### config.mk
export PLATFORM = sky130hd
export DESIGN_NAME = mem_arbiter
export DESIGN_NICKNAME = d
export VERILOG_FILES = /design/src/rtl/mem_arbiter_pkg.sv /design/src/rtl/mem_arb_rr_picker.sv /design/src/rtl/mem_arbiter.sv
export SDC_FILE = /design/constraint.sdc
export NUM_CORES = 1
export LEC_CHECK = 0
export BUFFER_PORTS_ARGS = -buffer_cell sky130_fd_sc_hd__buf_2
export CORE_AREA = 2 2 278 280
export CTS_CLUSTER_DIAMETER = 40
export DETAILED_ROUTE_END_ITERATION = 8
export DIE_AREA = 0 0 280 282
export GPL_TIMING_DRIVEN = 0
export PLACE_DENSITY = 0.36
export SETUP_SLACK_MARGIN = 0.5
export SYNTH_ARGS = -nofsm -noshare
export SYNTH_HDL_FRONTEND = slang
export SYNTH_SLANG_ARGS = --single-unit
### constraint.sdc
create_clock -name clock -period 10.35 [get_ports clock]
set_clock_uncertainty 0.15 [all_clocks]
set_input_delay 2.07 -clock clock [delete_from_list [all_inputs] [get_ports clock]]
set_output_delay 2.07 -clock clock [all_outputs]
set_load 0.05 [all_outputs]
### src/rtl/mem_arbiter_pkg.sv
// mem_arbiter_pkg: shared state/source types and default timeout
// for the cache-to-main-memory arbiter.
package mem_arbiter_pkg;
    typedef enum logic [1:0] {IDLE, ISSUE, WAIT, RESP} mem_arb_state_t;
    typedef enum logic {IC, DC} mem_arb_src_t;
    localparam int MEM_ARB_TIMEOUT = 64;
endpackage

### src/rtl/mem_arb_rr_picker.sv
// mem_arb_rr_picker: two-way combinational round-robin between the I$ and D$;
// on a tie the side that was not granted last wins.
module mem_arb_rr_picker
    import mem_arbiter_pkg::*;
(
    input  logic ic_valid,
    input  logic dc_valid,
    input  logic last_grant,
    output logic grant_valid,
    output logic grant_src
);
    assign grant_valid = ic_valid | dc_valid;
    assign grant_src   = (ic_valid && (!dc_valid || last_grant == DC)) ? IC : DC;
endmodule

### src/rtl/mem_arbiter.sv
// mem_arbiter: serialises I$/D$ line fills and write-backs onto one memory port,
// one transaction outstanding, with a timeout that turns a hung memory into a bus error.
module mem_arbiter
    import mem_arbiter_pkg::*;
#(
    parameter int LINE_WIDTH = 128,
    parameter int ADDR_WIDTH = 20,
    parameter int THR_WIDTH  = 2,
    parameter int TIMEOUT    = MEM_ARB_TIMEOUT
) (
    input  logic                  clock,
    input  logic                  reset,
    input  logic                  ic_req_valid,
    input  logic [ADDR_WIDTH-1:0] ic_req_addr,
    input  logic [THR_WIDTH-1:0]  ic_req_thread_id,
    output logic                  ic_rsp_valid,
    output logic [LINE_WIDTH-1:0] ic_rsp_data,
    output logic [THR_WIDTH-1:0]  ic_rsp_thread_id,
    output logic                  ic_rsp_bus_error,
    input  logic                  dc_req_valid,
    input  logic                  dc_req_is_store,
    input  logic [ADDR_WIDTH-1:0] dc_req_addr,
    input  logic [LINE_WIDTH-1:0] dc_req_data,
    input  logic [THR_WIDTH-1:0]  dc_req_thread_id,
    output logic                  dc_rsp_valid,
    output logic [LINE_WIDTH-1:0] dc_rsp_data,
    output logic [THR_WIDTH-1:0]  dc_rsp_thread_id,
    output logic                  dc_rsp_bus_error,
    output logic                  mem_req_valid,
    input  logic                  mem_req_ready,
    output logic                  mem_req_is_store,
    output logic [ADDR_WIDTH-1:0] mem_req_addr,
    output logic [LINE_WIDTH-1:0] mem_req_data,
    input  logic                  mem_rsp_valid,
    input  logic [LINE_WIDTH-1:0] mem_rsp_data,
    input  logic                  mem_rsp_error
);
    localparam int TW = $clog2(TIMEOUT + 1);

    mem_arb_state_t        state_q, state_d;
    mem_arb_src_t          src_q, src_d, last_grant_q, last_grant_d;
    logic [ADDR_WIDTH-1:0] addr_q, addr_d;
    logic [LINE_WIDTH-1:0] data_q, data_d, rsp_data_q, rsp_data_d;
    logic                  store_q, store_d, rsp_err_q, rsp_err_d;
    logic [THR_WIDTH-1:0]  thr_q, thr_d;
    logic [TW-1:0]         timer_q, timer_d;
    logic                  grant_valid, grant_src, ic_fire, dc_fire;

    mem_arb_rr_picker u_picker (
        .ic_valid   (ic_req_valid),
        .dc_valid   (dc_req_valid),
        .last_grant (last_grant_q),
        .grant_valid(grant_valid),
        .grant_src  (grant_src)
    );

    always_comb begin
        state_d      = state_q;
        src_d        = src_q;
        last_grant_d = last_grant_q;
        addr_d       = addr_q;
        data_d       = data_q;
        store_d      = store_q;
        thr_d        = thr_q;
        rsp_data_d   = rsp_data_q;
        rsp_err_d    = rsp_err_q;
        timer_d      = timer_q;
        case (state_q)
            IDLE: if (grant_valid) begin
                state_d = ISSUE;
                src_d   = mem_arb_src_t'(grant_src);
                addr_d  = grant_src == IC ? ic_req_addr : dc_req_addr;
                data_d  = grant_src == IC ? '0 : dc_req_data;
                store_d = grant_src == DC && dc_req_is_store;
                thr_d   = grant_src == IC ? ic_req_thread_id : dc_req_thread_id;
            end
            ISSUE: if (mem_req_ready) begin
                state_d = WAIT;
                timer_d = '0;
            end
            WAIT: begin
                timer_d = timer_q + TW'(1);
                // A response landing on the timeout cycle still wins.
                if (mem_rsp_valid) begin
                    state_d    = RESP;
                    rsp_data_d = store_q ? '0 : mem_rsp_data;
                    rsp_err_d  = mem_rsp_error;
                end else if (timer_q == TW'(TIMEOUT - 1)) begin
                    state_d    = RESP;
                    rsp_data_d = '0;
                    rsp_err_d  = 1'b1;
                end
            end
            RESP: begin
                state_d      = IDLE;
                last_grant_d = src_q;
            end
            default: state_d = IDLE;
        endcase
    end

    always_ff @(posedge clock or posedge reset) begin
        if (reset) begin
            state_q      <= IDLE;
            src_q        <= IC;
            last_grant_q <= DC;
            addr_q       <= '0;
            data_q       <= '0;
            store_q      <= 1'b0;
            thr_q        <= '0;
            rsp_data_q   <= '0;
            rsp_err_q    <= 1'b0;
            timer_q      <= '0;
        end else begin
            state_q      <= state_d;
            src_q        <= src_d;
            last_grant_q <= last_grant_d;
            addr_q       <= addr_d;
            data_q       <= data_d;
            store_q      <= store_d;
            thr_q        <= thr_d;
            rsp_data_q   <= rsp_data_d;
            rsp_err_q    <= rsp_err_d;
            timer_q      <= timer_d;
        end
    end

    assign mem_req_valid    = state_q == ISSUE;
    assign mem_req_is_store = store_q;
    assign mem_req_addr     = addr_q;
    assign mem_req_data     = data_q;

    assign ic_fire          = state_q == RESP && src_q == IC;
    assign dc_fire          = state_q == RESP && src_q == DC;
    assign ic_rsp_valid     = ic_fire;
    assign ic_rsp_data      = ic_fire ? rsp_data_q : '0;
    assign ic_rsp_thread_id = ic_fire ? thr_q : '0;
    assign ic_rsp_bus_error = ic_fire & rsp_err_q;
    assign dc_rsp_valid     = dc_fire;
    assign dc_rsp_data      = dc_fire ? rsp_data_q : '0;
    assign dc_rsp_thread_id = dc_fire ? thr_q : '0;
    assign dc_rsp_bus_error = dc_fire & rsp_err_q;
endmodule

==> flow_metrics.env, run 1 <==
export IMPL_gp_congestion=0.832
export IMPL_synth_distinct_cells=33
export IMPL_cts_inserted_buffers=68
export IMPL_synth_cells=1046
export IMPL_grt_start_max_net_pins=41
export IMPL_dieArea_sq_um=79000
export IMPL_cts_resized_gates=0
export IMPL_drc=0
export IMPL_portBuffers=721
export IMPL_worst_ep_required_time_ns=8.13
export IMPL_intPower_uw=4070
export IMPL_synth_seq_cells=291
export IMPL_initial_utilization_pct=16.4
export IMPL_floorplan_die_height_um=282
export IMPL_ys_flop_type="dfrtp_1"
export IMPL_hold_class="register to register"
export IMPL_clkTransAtPathRegs_ns=0.05
export IMPL_synth_area_sq_um=12500
export IMPL_nNetsFinal=2159
export IMPL_slew_headroom_pct=32.6
export IMPL_ioPinCount=722
export IMPL_synth_avg_cell_area_sq_um=11.9
export IMPL_fin_crit_sh_pct=57.4
export IMPL_ant_nets=0
export IMPL_area_delta_synth_final_pct=59.8
export IMPL_crit_slowest_cell="clkbuf_1"
export IMPL_cp_end_kind="primary output"
export IMPL_drt_iter0_drc=441
export IMPL_wl_per_cell_um=20.4
export IMPL_clkLatencyLatePin_ns=0.58
export IMPL_antenna_found_initial=13
export IMPL_hold_viol_final=0
export IMPL_ctsHtreeMaxLevel=3
export IMPL_num_vias=11900
export IMPL_drv_slew=0
export IMPL_cts_path_max_buffers=3
export IMPL_seqCellArea_sq_um=7280
export IMPL_cp_max_fo=10
export IMPL_p_sw_share_pct=46.5
export IMPL_switching_power_uw=3540
export IMPL_vias_per_cell=4.12
export IMPL_pwr_share_comb_pct=44.5
export IMPL_setup_worst_path_start_class="register"
export IMPL_wirelength_um=58700
export IMPL_drive_above_1_share_pct=46.8
export IMPL_rsz0062_at_grt="false"
export IMPL_post_cts_setup_buffers=0
export IMPL_die_x_um=280
export IMPL_max_clock_freq_mhz=168
export IMPL_syn_nets=1360
export IMPL_arrival_ns=3.72
export IMPL_power_share_sequential_pct=25.7
export IMPL_setup_viol=0
export IMPL_synth_edf_count=0
export IMPL_dr_pass1_iters=5
export IMPL_hpwl_um=45900
export IMPL_stdcell_area_sq_um=19900
export IMPL_slowest_delay_ns=0.61
export IMPL_yosys_warnings=0
export IMPL_ctsRootBufferMaster="clkbuf_16"
export IMPL_grt_pass1_wl_um=83400
export IMPL_critical_path_cell_chain="ha_1 -> clkbuf_1 -> and2b_1 -> buf_2 -> clkbuf_1 -> and2_1 -> buf_2"
export IMPL_fp_row_count=101
export IMPL_placed_area_sq_um=17400
export IMPL_overflow=0
export IMPL_fillers=8187
export IMPL_multi_input_area_sq_um=4690
export IMPL_min_period_ns=5.94
export IMPL_ys_seq_area_share_pct=58.5
export IMPL_tns_ns=0
export IMPL_tightest_slew_ns=1.01
export IMPL_vdd_drop_max_uv=157
export IMPL_leakage_uw=0.0111
export IMPL_hold_buffers=0
export IMPL_p_per_area_nw_per_um2=383
export IMPL_status="finished, final reports clean"
export IMPL_clock_sinks=291
export IMPL_clock_power_share_pct=29.8
export IMPL_core_sq_um=75700
export IMPL_critPathKind="register to primary output"
export IMPL_grt_pass1_vias=12600
export IMPL_grt_usage_pct=14.2
export IMPL_drv_cap=0
export IMPL_ys_async_sr_fraction_pct=100
export IMPL_tritoncts="built"
-- layer usage --
metal	global-route usage (%)	vias up	wire length, um
met5	0	-	73
met4	6.33	12	1900
met3	4.19	120	4230
met2	25.1	493	30100
met1	15.8	5789	22500
li1	-	5466	-
-- final cells by class --
cell class	count	share of cell area, %
Clock buffer	81	9.26
Tap cell	978	6.15
Sequential cell	291	36.6
Inverter	6	0.132
Buffer	108	2.28
Clock inverter	44	2.95
Antenna cell	8	0.101
Multi-Input combinational cell	641	23.6
Timing Repair Buffer	729	18.9
-- worst max-delay path, delay by kind of cell, from the launching register on --
family / cells / cell delay [ns]
buffers and inverters: 4 / 1.89
DFF: 1 / 0.40
and+or+nand+nor: 2 / 0.67
adders and majority gates: 1 / 0.17
-- state kept, by name, indices dropped and copies added (netlist names) --
| name | count |
|---|---|
| mem_req_data | 128 |
| timer_q | 7 |
| src_q | 1 |
| last_grant_q | 1 |
| state_q | 2 |
| mem_req_is_store | 1 |
| rsp_data_q | 128 |
| thr_q | 2 |
| rsp_err_q | 1 |
| mem_req_addr | 20 |
-- kinds of logic after synthesis --
| kind of cell | synth area share, % |
|---|---|
| AOI/OAI and AO/OA | 19.8 |
| and+or+nand+nor | 15.0 |
| muxes | 2.19 |
| xor gates and xnor gates | 0.0704 |
| buffers and inverters | 3.83 |
| adders and majority gates | 0.603 |
| DFF | 58.5 |
-- worst paths after layout --
path	startpoint	to	slack, ns	cells past startpoint
max	state_q[0]	ic_rsp_data[86]	4.41	7
min reg2reg	mem_req_addr[7]	mem_req_addr[7]	0.33	2
max in group asynchronous	reset	rsp_data_q[124]	7.35	5
min in group asynchronous	reset	mem_req_data[79]	1.46	2
max reg2reg	state_q[0]	last_grant_q	7.68	4
min	mem_req_addr[7]	mem_req_addr[7]	0.33	2
-- cells in the final DEF, fill, tap and decap left out, types with 4 or more instances in the layout --
cell	synthesis	routed
o21ai_0	7	7
buf_2	30	751
diode_2	0	8
inv_6	0	4
nor2_1	7	7
bufinv_16	0	10
clkbuf_8	0	7
ha_1	6	6
a22o_1	259	259
buf_12	0	8
clkinv_2	0	14
nand2_1	30	30
and3_1	131	131
clkinv_4	0	4
clkbuf_1	69	74
dfrtp_1	290	290
clkbuf_16	0	69
and2_1	132	132
mux2i_1	25	25
inv_1	5	4
o21ai_1	20	20
buf_1	6	6
clkinvlp_4	0	9
-- synthesized netlist by cell type (3+ instances only) --
cell | n | share of area (%)
a22o_1 | 259 | 18
and2_1 | 132 | 6.6
and3_1 | 131 | 6.6
buf_1 | 6 | 0.18
buf_2 | 30 | 1.2
buf_4 | 3 | 0.18
clkbuf_1 | 69 | 2.1
dfrtp_1 | 290 | 58
ha_1 | 6 | 0.60
inv_1 | 5 | 0.15
mux2i_1 | 25 | 2.0
nand2_1 | 30 | 0.90
nand2b_1 | 3 | 0.15
nand3_1 | 3 | 0.12
nor2_1 | 7 | 0.21
o21ai_0 | 7 | 0.28
o21ai_1 | 20 | 0.80
-- per-stage QoR --
stage / setup slack, ns / hold WS [ns] / util (%) / instances / total power, uW
2_1_floorplan: 4.27 / 0.306 / - / 1046 / 4320
3_3_place_gp: 1.96 / 0.316 / 22.8 / 2745 / 5380
3_5_place_dp: 4.90 / 0.320 / 23.1 / 2753 / 5400
4_1_cts: 4.25 / 0.333 / 26.3 / 2878 / 7750
5_1_grt: 4.20 / 0.355 / 26.3 / 2882 / 8030
6_report: 4.41 / 0.326 / 26.3 / 2886 / 7620
-- power by group through the flow --
stage | combinational (uW) | sequential [uW] | clock, uW
after global routing | 3600 | 2020 | 2410
after floorplan | 1610 | 2710 | 0
final | 3390 | 1960 | 2270
after detailed placement | 3440 | 1960 | 0
after CTS | 3440 | 1960 | 2340
after global placement | 3410 | 1970 | 0
(Power assumes the default switching activity.)
==> inputs of run 2 (changes only) <==
Clock period 10.35 ns to 5.05 ns, I/O delays scaled along.
==> run 2 against run 1 <==
Combinational power increased by 100%. Die area unchanged. Sequential cell count unchanged. Sequential share of layout area about the same. Via count about the same. Setup slack got worse by 3.6 ns. Global-route usage hardly changed. Critical path depth unchanged. Sequential power increased by 110%. First-iteration DRC count unchanged. Critical endpoint is now ic_rsp_data[92].
==> flow_metrics.env, run 2 (synthesized netlist as in run 1, its figures left out) <==
export IMPL_dieArea_sq_um=79000
export IMPL_hold_buffers=0
export IMPL_clock_power_share_pct=29.8
export IMPL_critPathKind="register to primary output"
export IMPL_drv_slew=0
export IMPL_min_path_cells=2
export IMPL_drv_cap=0
export IMPL_rsz0062_at_grt="false"
export IMPL_cp_end_kind="primary output"
export IMPL_min_period_ns=4.26
export IMPL_gp_congestion=0.832
export IMPL_cts_inserted_buffers=68
export IMPL_grt_pass1_wl_um=83400
export IMPL_hpwl_um=45900
export IMPL_power_share_sequential_pct=25.7
export IMPL_overflow=0
export IMPL_die_x_um=280
export IMPL_slowest_delay_ns=0.40
export IMPL_status="finished, final reports clean"
export IMPL_wirelength_um=58800
export IMPL_cts_resized_gates=5
export IMPL_grt_start_max_net_pins=41
export IMPL_ctsRootBufferMaster="clkbuf_16"
export IMPL_portBuffers=721
export IMPL_setup_viol=0
export IMPL_tritoncts="built"
export IMPL_pwr_share_comb_pct=44.5
export IMPL_tns_ns=0
export IMPL_critical_path_cell_chain="ha_1 -> clkbuf_2 -> and2b_1 -> clkbuf_4 -> clkbuf_1 -> and2_1 -> buf_2"
export IMPL_post_cts_setup_buffers=0
export IMPL_hold_viol_final=0
export IMPL_fp_row_count=101
export IMPL_switching_power_uw=7270
export IMPL_cts_path_max_buffers=3
export IMPL_wl_per_cell_um=20.4
export IMPL_ctsHtreeMaxLevel=3
export IMPL_clkTransAtPathRegs_ns=0.05
export IMPL_ioPinCount=722
export IMPL_hold_ws_ns=0.326
export IMPL_floorplan_die_height_um=282
export IMPL_clock_sinks=291
export IMPL_vdd_drop_max_uv=322
export IMPL_p_sw_share_pct=46.5
export IMPL_nNetsFinal=2159
export IMPL_ant_nets=0
export IMPL_drt_iter0_drc=441
export IMPL_fillers=8185
export IMPL_final_common_cell="buf_2"
export IMPL_p_per_area_nw_per_um2=784
export IMPL_hold_class="register to register"
export IMPL_slew_headroom_pct=45.6
export IMPL_fin_crit_sh_pct=84.3
export IMPL_core_sq_um=75700
export IMPL_drc=0
export IMPL_initial_utilization_pct=16.4
export IMPL_crit_slowest_cell="dfrtp_1"
export IMPL_arrival_ns=3.10
export IMPL_antenna_found_initial=13
export IMPL_setup_worst_path_start_class="register"
export IMPL_area_delta_synth_final_pct=59.9
export IMPL_vias_per_cell=4.12
export IMPL_grt_pass1_vias=12600
export IMPL_tightest_slew_ns=0.816
export IMPL_num_vias=11900
export IMPL_final_cell_mix="750 x buf_2, 290 x dfrtp_1, 259 x a22o_1"
export IMPL_worst_ep_required_time_ns=3.89
export IMPL_max_clock_freq_mhz=235
export IMPL_dr_pass1_iters=5
export IMPL_cp_max_fo=10
export IMPL_worstRegToRegCells=7
export IMPL_drive_above_1_share_pct=47.1
export IMPL_leakage_uw=0.0112
export IMPL_grt_usage_pct=14.2
export IMPL_clkLatencyLatePin_ns=0.58
export IMPL_intPower_uw=8350
## run 2: final cells by class
class	count	area, sq um	share of cell area, %
Antenna cell	8	20.0	0.101
Buffer	108	463	2.33
Clock buffer	81	1840	9.25
Clock inverter	44	587	2.95
Inverter	6	26.3	0.132
Multi-Input combinational cell	641	4690	23.6
Sequential cell	291	7280	36.6
Tap cell	978	1220	6.15
Timing Repair Buffer	729	3770	18.9
## run 2: path summary, 6_finish.rpt
check                                startpoint               end  slack (ns)
worst min-delay path            mem_req_addr[7]   mem_req_addr[7]        0.33
max in group asynchronous                 reset   rsp_data_q[124]        3.10
worst max-delay path                 state_q[0]   ic_rsp_data[92]        0.79
worst max register to register       timer_q[0]    rsp_data_q[55]        2.45
worst min register to register  mem_req_addr[7]   mem_req_addr[7]        0.33
min in group asynchronous                 reset  mem_req_data[79]        0.40
## run 2: routing by layer
| layer | wire [um] | global-route usage [%] | vias up |
|---|---|---|---|
| met5 | 73 | 0 | - |
| met2 | 30100 | 25.1 | 495 |
| met4 | 1900 | 6.33 | 12 |
| li1 | - | - | 5465 |
| met1 | 22400 | 15.8 | 5799 |
| met3 | 4260 | 4.19 | 120 |
## run 2: critical path, delay by kind of cell, from the launching register on
family,cells,cell delay [ns]
buffers and inverters,4,1.34
AND/OR/NAND/NOR,2,0.59
flip-flops,1,0.40
adder cells (fa/ha/maj),1,0.17
## run 2: power groups by stage
| stage | combinational (uW) | clock [uW] | sequential [uW] |
|---|---|---|---|
| after floorplan | 3310 | 0 | 5550 |
| after global placement | 7000 | 0 | 4030 |
| after detailed placement | 7060 | 0 | 4010 |
| after CTS | 7060 | 4800 | 4020 |
| after global routing | 7370 | 4940 | 4140 |
| final | 6940 | 4650 | 4020 |
## run 2: per-stage QoR
step	total power (uW)	area (sq um)	setup slack (ns)	util, %	std cells
after floorplan	8850	12500	0.0296	-	1046
after global placement	11000	17300	-2.28	22.8	2745
after detailed placement	11100	17400	0.660	23.1	2753
after CTS	15900	19900	0.558	26.3	2878
after global routing	16500	19900	0.569	26.3	2882
final	15600	19900	0.794	26.3	2886
